File: config.mk
export PLATFORM = sky130hd
export DESIGN_NAME = dso_chan_seq
export DESIGN_NICKNAME = d
export VERILOG_FILES = /design/src/rtl/dso_chan_seq.sv
export SDC_FILE = /design/constraint.sdc
export NUM_CORES = 1
export LEC_CHECK = 0
export BUFFER_PORTS_ARGS = -buffer_cell sky130_fd_sc_hd__buf_2
export CORE_UTILIZATION = 40
export DETAILED_ROUTE_END_ITERATION = 10
export HOLD_SLACK_MARGIN = 0.08
export PLACE_DENSITY = 0.64
export SLEW_MARGIN = 0
export SYNTH_ARGS = -nofsm -noshare
export SYNTH_HDL_FRONTEND = slang
export SYNTH_SLANG_ARGS = --single-unit
File: constraint.sdc
create_clock -name clk -period 3 [get_ports clk]
set_clock_uncertainty 0.2 [all_clocks]
set_input_delay 0.3 -clock clk [delete_from_list [all_inputs] [get_ports clk]]
set_output_delay 0.3 -clock clk [all_outputs]
set_load 0.1 [all_outputs]
File: src/rtl/dso_chan_seq.sv
// Channel sequencer for the 1-bit 2:1 acquisition mux: drives the select, deserialises the mux stream
// into channel-tagged words and offers them on a valid/ready port. Optional word_first: DSO_CHSEQ_FIRST_EN.
module dso_chan_seq #(
   parameter int WORD_W     = 16,
   parameter int DWELL_W    = 16,
   parameter int SETTLE_CYC = 1
) (
   input  logic               clk,
   input  logic               rst,
   input  logic               en,
   input  logic [1:0]         mode,
   input  logic [DWELL_W-1:0] dwell,
   output logic               sel_s,
   input  logic               mux_y,
   output logic [WORD_W-1:0]  word_data,
   output logic               word_chan,
   output logic               word_valid,
   input  logic               word_ready,
   output logic               overflow,
   output logic               busy
`ifdef DSO_CHSEQ_FIRST_EN
   ,
   output logic               word_first
`endif
);

   localparam int BIT_CW = $clog2(WORD_W);
   localparam int SET_CW = $clog2(SETTLE_CYC + 1);

   typedef enum logic [1:0] {IDLE, SETTLE, SHIFT} state_t;

   state_t              state, state_n;
   logic [SET_CW-1:0]   settle_cnt;
   logic [BIT_CW-1:0]   bit_cnt;
   logic [DWELL_W-1:0]  word_cnt;
   logic [DWELL_W-1:0]  dwell_q;
   logic [DWELL_W-1:0]  dwell_last;
   logic                alt_q;
   logic                en_q;
   logic [WORD_W-2:0]   shift_p0;
   logic [WORD_W-1:0]   shift_n;
   logic                start, word_done, sw;
`ifdef DSO_CHSEQ_FIRST_EN
   logic                first_pend;
`endif

   assign shift_n    = {shift_p0, mux_y};
   assign dwell_last = (dwell_q == '0) ? '0 : dwell_q - 1'b1;
   assign busy       = (state != IDLE);

   always_ff @(posedge clk) begin
      if (rst) state <= IDLE;
      else     state <= state_n;
   end

   always_comb begin
      state_n   = state;
      start     = 1'b0;
      word_done = 1'b0;
      sw        = 1'b0;
      case (state)
         IDLE: begin
            if (en) begin
               start   = 1'b1;
               state_n = SETTLE;
            end
         end
         SETTLE: begin
            if (!en)                                     state_n = IDLE;
            else if (settle_cnt == SET_CW'(SETTLE_CYC - 1)) state_n = SHIFT;
         end
         SHIFT: begin
            if (!en) begin
               state_n = IDLE;
            end else if (bit_cnt == BIT_CW'(WORD_W - 1)) begin
               word_done = 1'b1;
               if (alt_q && (word_cnt == dwell_last)) begin
                  sw      = 1'b1;
                  state_n = SETTLE;
               end
            end
         end
         default: state_n = IDLE;
      endcase
   end

   // shift stage: no reset, only meaningful while in SHIFT
   always_ff @(posedge clk) begin
      if (state == SHIFT) shift_p0 <= shift_n[WORD_W-2:0];
   end

   // control, counters and single-entry output register
   always_ff @(posedge clk) begin
      if (rst) begin
         sel_s      <= 1'b1;
         alt_q      <= 1'b0;
         dwell_q    <= '0;
         settle_cnt <= '0;
         bit_cnt    <= '0;
         word_cnt   <= '0;
         en_q       <= 1'b0;
         word_data  <= '0;
         word_chan  <= 1'b1;
         word_valid <= 1'b0;
         overflow   <= 1'b0;
`ifdef DSO_CHSEQ_FIRST_EN
         first_pend <= 1'b0;
         word_first <= 1'b0;
`endif
      end else begin
         en_q       <= en;
         settle_cnt <= (state == SETTLE) ? settle_cnt + 1'b1 : '0;

         if (state == SHIFT && en && !word_done) bit_cnt <= bit_cnt + 1'b1;
         else                                    bit_cnt <= '0;

         if (start || sw) begin
            alt_q    <= mode[1];
            dwell_q  <= dwell;
            word_cnt <= '0;
         end else if (word_done && alt_q) begin
            word_cnt <= word_cnt + 1'b1;
         end

         // a mode written during a run only takes hold at the switch
         if (start)   sel_s <= (mode != 2'b01);
         else if (sw) sel_s <= (mode == 2'b00) ? 1'b1 :
                               (mode == 2'b01) ? 1'b0 : ~sel_s;

         if (word_done && (!word_valid || word_ready)) begin
            word_data  <= shift_n;
            word_chan  <= sel_s;
            word_valid <= 1'b1;
`ifdef DSO_CHSEQ_FIRST_EN
            word_first <= first_pend;
`endif
         end else if (word_valid && word_ready) begin
            word_valid <= 1'b0;
         end

         if (en && !en_q)                               overflow <= 1'b0;
         else if (word_done && word_valid && !word_ready) overflow <= 1'b1;

`ifdef DSO_CHSEQ_FIRST_EN
         if (start || sw)   first_pend <= 1'b1;
         else if (word_done) first_pend <= 1'b0;
`endif
      end
   end

endmodule

==> key figures <==
Die
  • Die height: 99.90 µm
  • Site Rows: 35
  • Die Span X: 99.90 µm
  • Initial Utilization: 0.4129
  • Total die area: 9980 µm²
  • I/O Pins: 44
  • Core area: 9284 µm²

Synth
  • Syn Nets: 445
  • Yosys cell types: 56
  • Yosys reg bits: 76
  • Mapped Cells: 419
  • Main synth FF type: dfxtp_1
  • Synthesized area per cell: 9.150 µm²
  • Post-synth ARST share: 0
  • Sequential area share after synthesis: 0.4360
  • Post-synth EDFFs: 15
  • Synth warn: 0
  • Mapped Area: 3834 µm²

Clock network
  • H-tree depth: 3
  • TritonCTS Sinks: 76
  • Root Buffer: clkbuf_8
  • Worst-Skew Late Latency: 0.37 ns
  • Clock Path Buffers: 2
  • CTS tree: done
  • TritonCTS Buffers: 9
  • Clk pin slew, worst setup/hold paths: 0.09 ns

Timing
  • Final Max Tran Viols: 0
  • Fin crit period: 3.045 ns
  • Measured slew at the worst slew-check pin: 0.5694 ns
  • Setup_tns: -0.8298 ns
  • Final setup fails: 35
  • Hold Vio Cnt, Final: 0
  • RSZ-0062 raised after global routing: true
  • Slack of the critical path: -0.04482 ns
  • Slew HR: 0.6195
  • Tcrit/Tclk final: 1.015
  • Peak Freq: 328.4 MHz
  • Hold Slack: 0.1032 ns

Routing
  • Vias post-DR: 3243
  • Via-per-instance ratio: 5.012
  • DRC: 0
  • Total Routed Length: 8870 µm
  • Post-route ant nets: 0
  • Drt pass-1 iters: 4
  • DR iter-0 viols: 141
  • Wire per inst: 13.71 µm

Critical path
  • Crit-path most repeated cell: buf_6
  • R2R Setup Slk: -0.04 ns
  • Worst path slowest cell: or4_4
  • Kind of critical path: reg2reg
  • CP max FO: 8
  • Slowest cell delay on critical path: 0.61 ns
  • CP startpoint kind: flip-flop
  • Worst path bufs/invs: 2
  • Setup crit end kind: flip-flop
  • Arrival time worst endpoint: 3.08 ns
  • Critical Path, Cell by Cell: or4_4, nor3_4, mux2i_2, or3_4, a2111oi_4, nand4_2, buf_6, o21ai_4, buf_6, nor3_1
  • Cell family with the largest share of critical-path delay: simple AND/OR/NAND/NOR gates
  • Worst path required time: 3.04 ns

Finish
  • Most used cells in the layout excluding fill and tap cells: 58 x dfxtp_1, 52 x nand2_1, 43 x buf_2, 41 x buf_4, 36 x nand2b_1
  • Most common cell after layout, fill and taps aside: dfxtp_1
  • Final Util: 0.5337
  • Syn-to-layout area delta: 29.24%
  • Filler cells: 864
  • Cell Count, Final, Fillers Out: 647
  • Number of diodes: 0
  • Layout Nets: 539
  • Layout cells sized above 1: 0.2625

Job
  • Max-cap viol count: 0

Global route
  • Initial antenna violation count: 0
  • GR Util met2: 0.3034
  • Vias in the first global route: 3137
  • First-pass GRT wire length: 14990 µm
  • GR Util met1: 0.2556
  • Remaining global-route overflow: 0
  • Busiest grt layer: met2
  • Met3 usage: 0.03552
  • Overall routing resource usage: 0.1919
  • Largest net degree at the start of global routing: 39

Pwr
  • Peak VDD IR: 0.2068 mV
  • Cell Pwr Density: 468.5 nW/µm²
  • Total Power: 2.321 mW
  • Pleak: 1.949 nW

Placement
  • DPL Wire Length: 6192 µm
  • IO Port Bufs: 43
  • Final Wtd Congestion: 0.9210
  • Placed insts: 609

Status
  • Status: finished, violations left
  • Failing checks: negative setup slack

Hold path
  • Hold crit path type: in2reg
==> layout make-up <==
cell class / count / area, µm² / area share
well taps: 129 / 161.4 / 0.03258
clock buffers: 9 / 123.9 / 0.02500
multi-input cells: 305 / 2092 / 0.4222
clock inverters: 7 / 67.56 / 0.01364
flip-flops and latches: 76 / 1675 / 0.3381
inverters: 12 / 47.55 / 0.009596
repair buffers: 109 / 787.0 / 0.1588
==> flip-flops by register name, summed over array words and instances, names as in the netlist <==
| register | flops |
|---|---|
| settle_cnt | 1 |
| shift_p0 | 15 |
| dwell_q | 16 |
| word_data | 16 |
| sel_s | 1 |
| en_q | 1 |
| overflow | 1 |
| word_chan | 1 |
| word_cnt | 16 |
| state | 2 |
| alt_q | 1 |
| bit_cnt | 4 |
| word_valid | 1 |
==> power by group <==
part	switching [mW]	internal, mW
clock network	0.444	0.319
registers	0.0191	1.06
logic	0.241	0.237
total	0.703	1.62
==> what timing repair did <==
action / CTS / global route
setup buffers: 3 / 0
pin swaps: 7 / 9
endpoints found under the setup margin: 36 / 36
gates resized for setup: 10 / 11
cloned: 1 / 0
hold buffers: 21 / 0
endpoints found under the hold margin: 24 / 0
==> final timing paths <==
check	startpoint	to	depth (start not counted)
hold / removal	mode[0]	sel_s	4
hold reg to reg	word_data[11]	word_data[11]	2
setup reg to reg	dwell_q[3]	word_cnt[14]	10
setup / recovery	dwell_q[3]	word_cnt[14]	10
==> worst reg2reg max path: cells and delay by family, from the launching register on <==
family,cells,cell delay (ns)
flops,1,0.33
compound gates,2,0.52
mux,1,0.10
buf+inv,2,0.31
simple gates,5,1.45
==> per-stage QoR <==
stage / setup slack, ns / instance area [µm²]
after floorplan: -0.05746 / 3890
after global placement: -0.03882 / 4479
after detailed placement: -0.04953 / 4479
after CTS: -0.06155 / 4969
after global routing: -0.1455 / 4955
final: -0.04482 / 4955
==> cell usage after synthesis (2+ instances only) <==
library cell,n,area [µm²]
dfxtp_1,61,1221
inv_1,12,45.04
nor2_1,16,60.06
o211ai_1,3,22.52
nor3_1,26,130.1
o2111ai_1,2,17.52
buf_1,2,7.510
nor4_2,2,25.02
nor4_1,7,43.79
buf_6,2,22.52
or3b_2,4,35.03
edfxtp_1,15,450.4
ha_1,3,37.54
or4_1,4,30.03
o21ai_0,6,30.03
xor2_1,17,148.9
buf_2,2,10.01
nand4_1,7,43.79
nand3_1,12,60.06
xnor2_1,17,148.9
a31oi_1,2,12.51
o21a_1,2,15.01
or2_2,3,18.77
nor3b_1,2,15.01
clkbuf_1,19,71.32
and3_1,4,25.02
nor2b_1,6,37.54
nand2_1,52,195.2
nand2b_1,36,225.2
mux2i_1,23,230.2
nand3b_1,3,22.52
a21oi_1,21,105.1
or3_1,3,18.77
==> kinds of logic after synthesis <==
kind of cell,share of synthesized area
and+or+nand+nor,0.2768
AOI/OAI and AO/OA,0.08780
DFF,0.4360
xor gates and xnor gates,0.08355
buffers and inverters,0.04602
muxes,0.06005
adders and majority gates,0.009792
==> metal layers <==
layer	vias to the layer above	part of all wire
met5	-	0
met4	0	0.023
met3	17	0.044
li1	1645	-
met1	1513	0.47
met2	68	0.46
No activity file was read; power rests on OpenSTA's default activity.
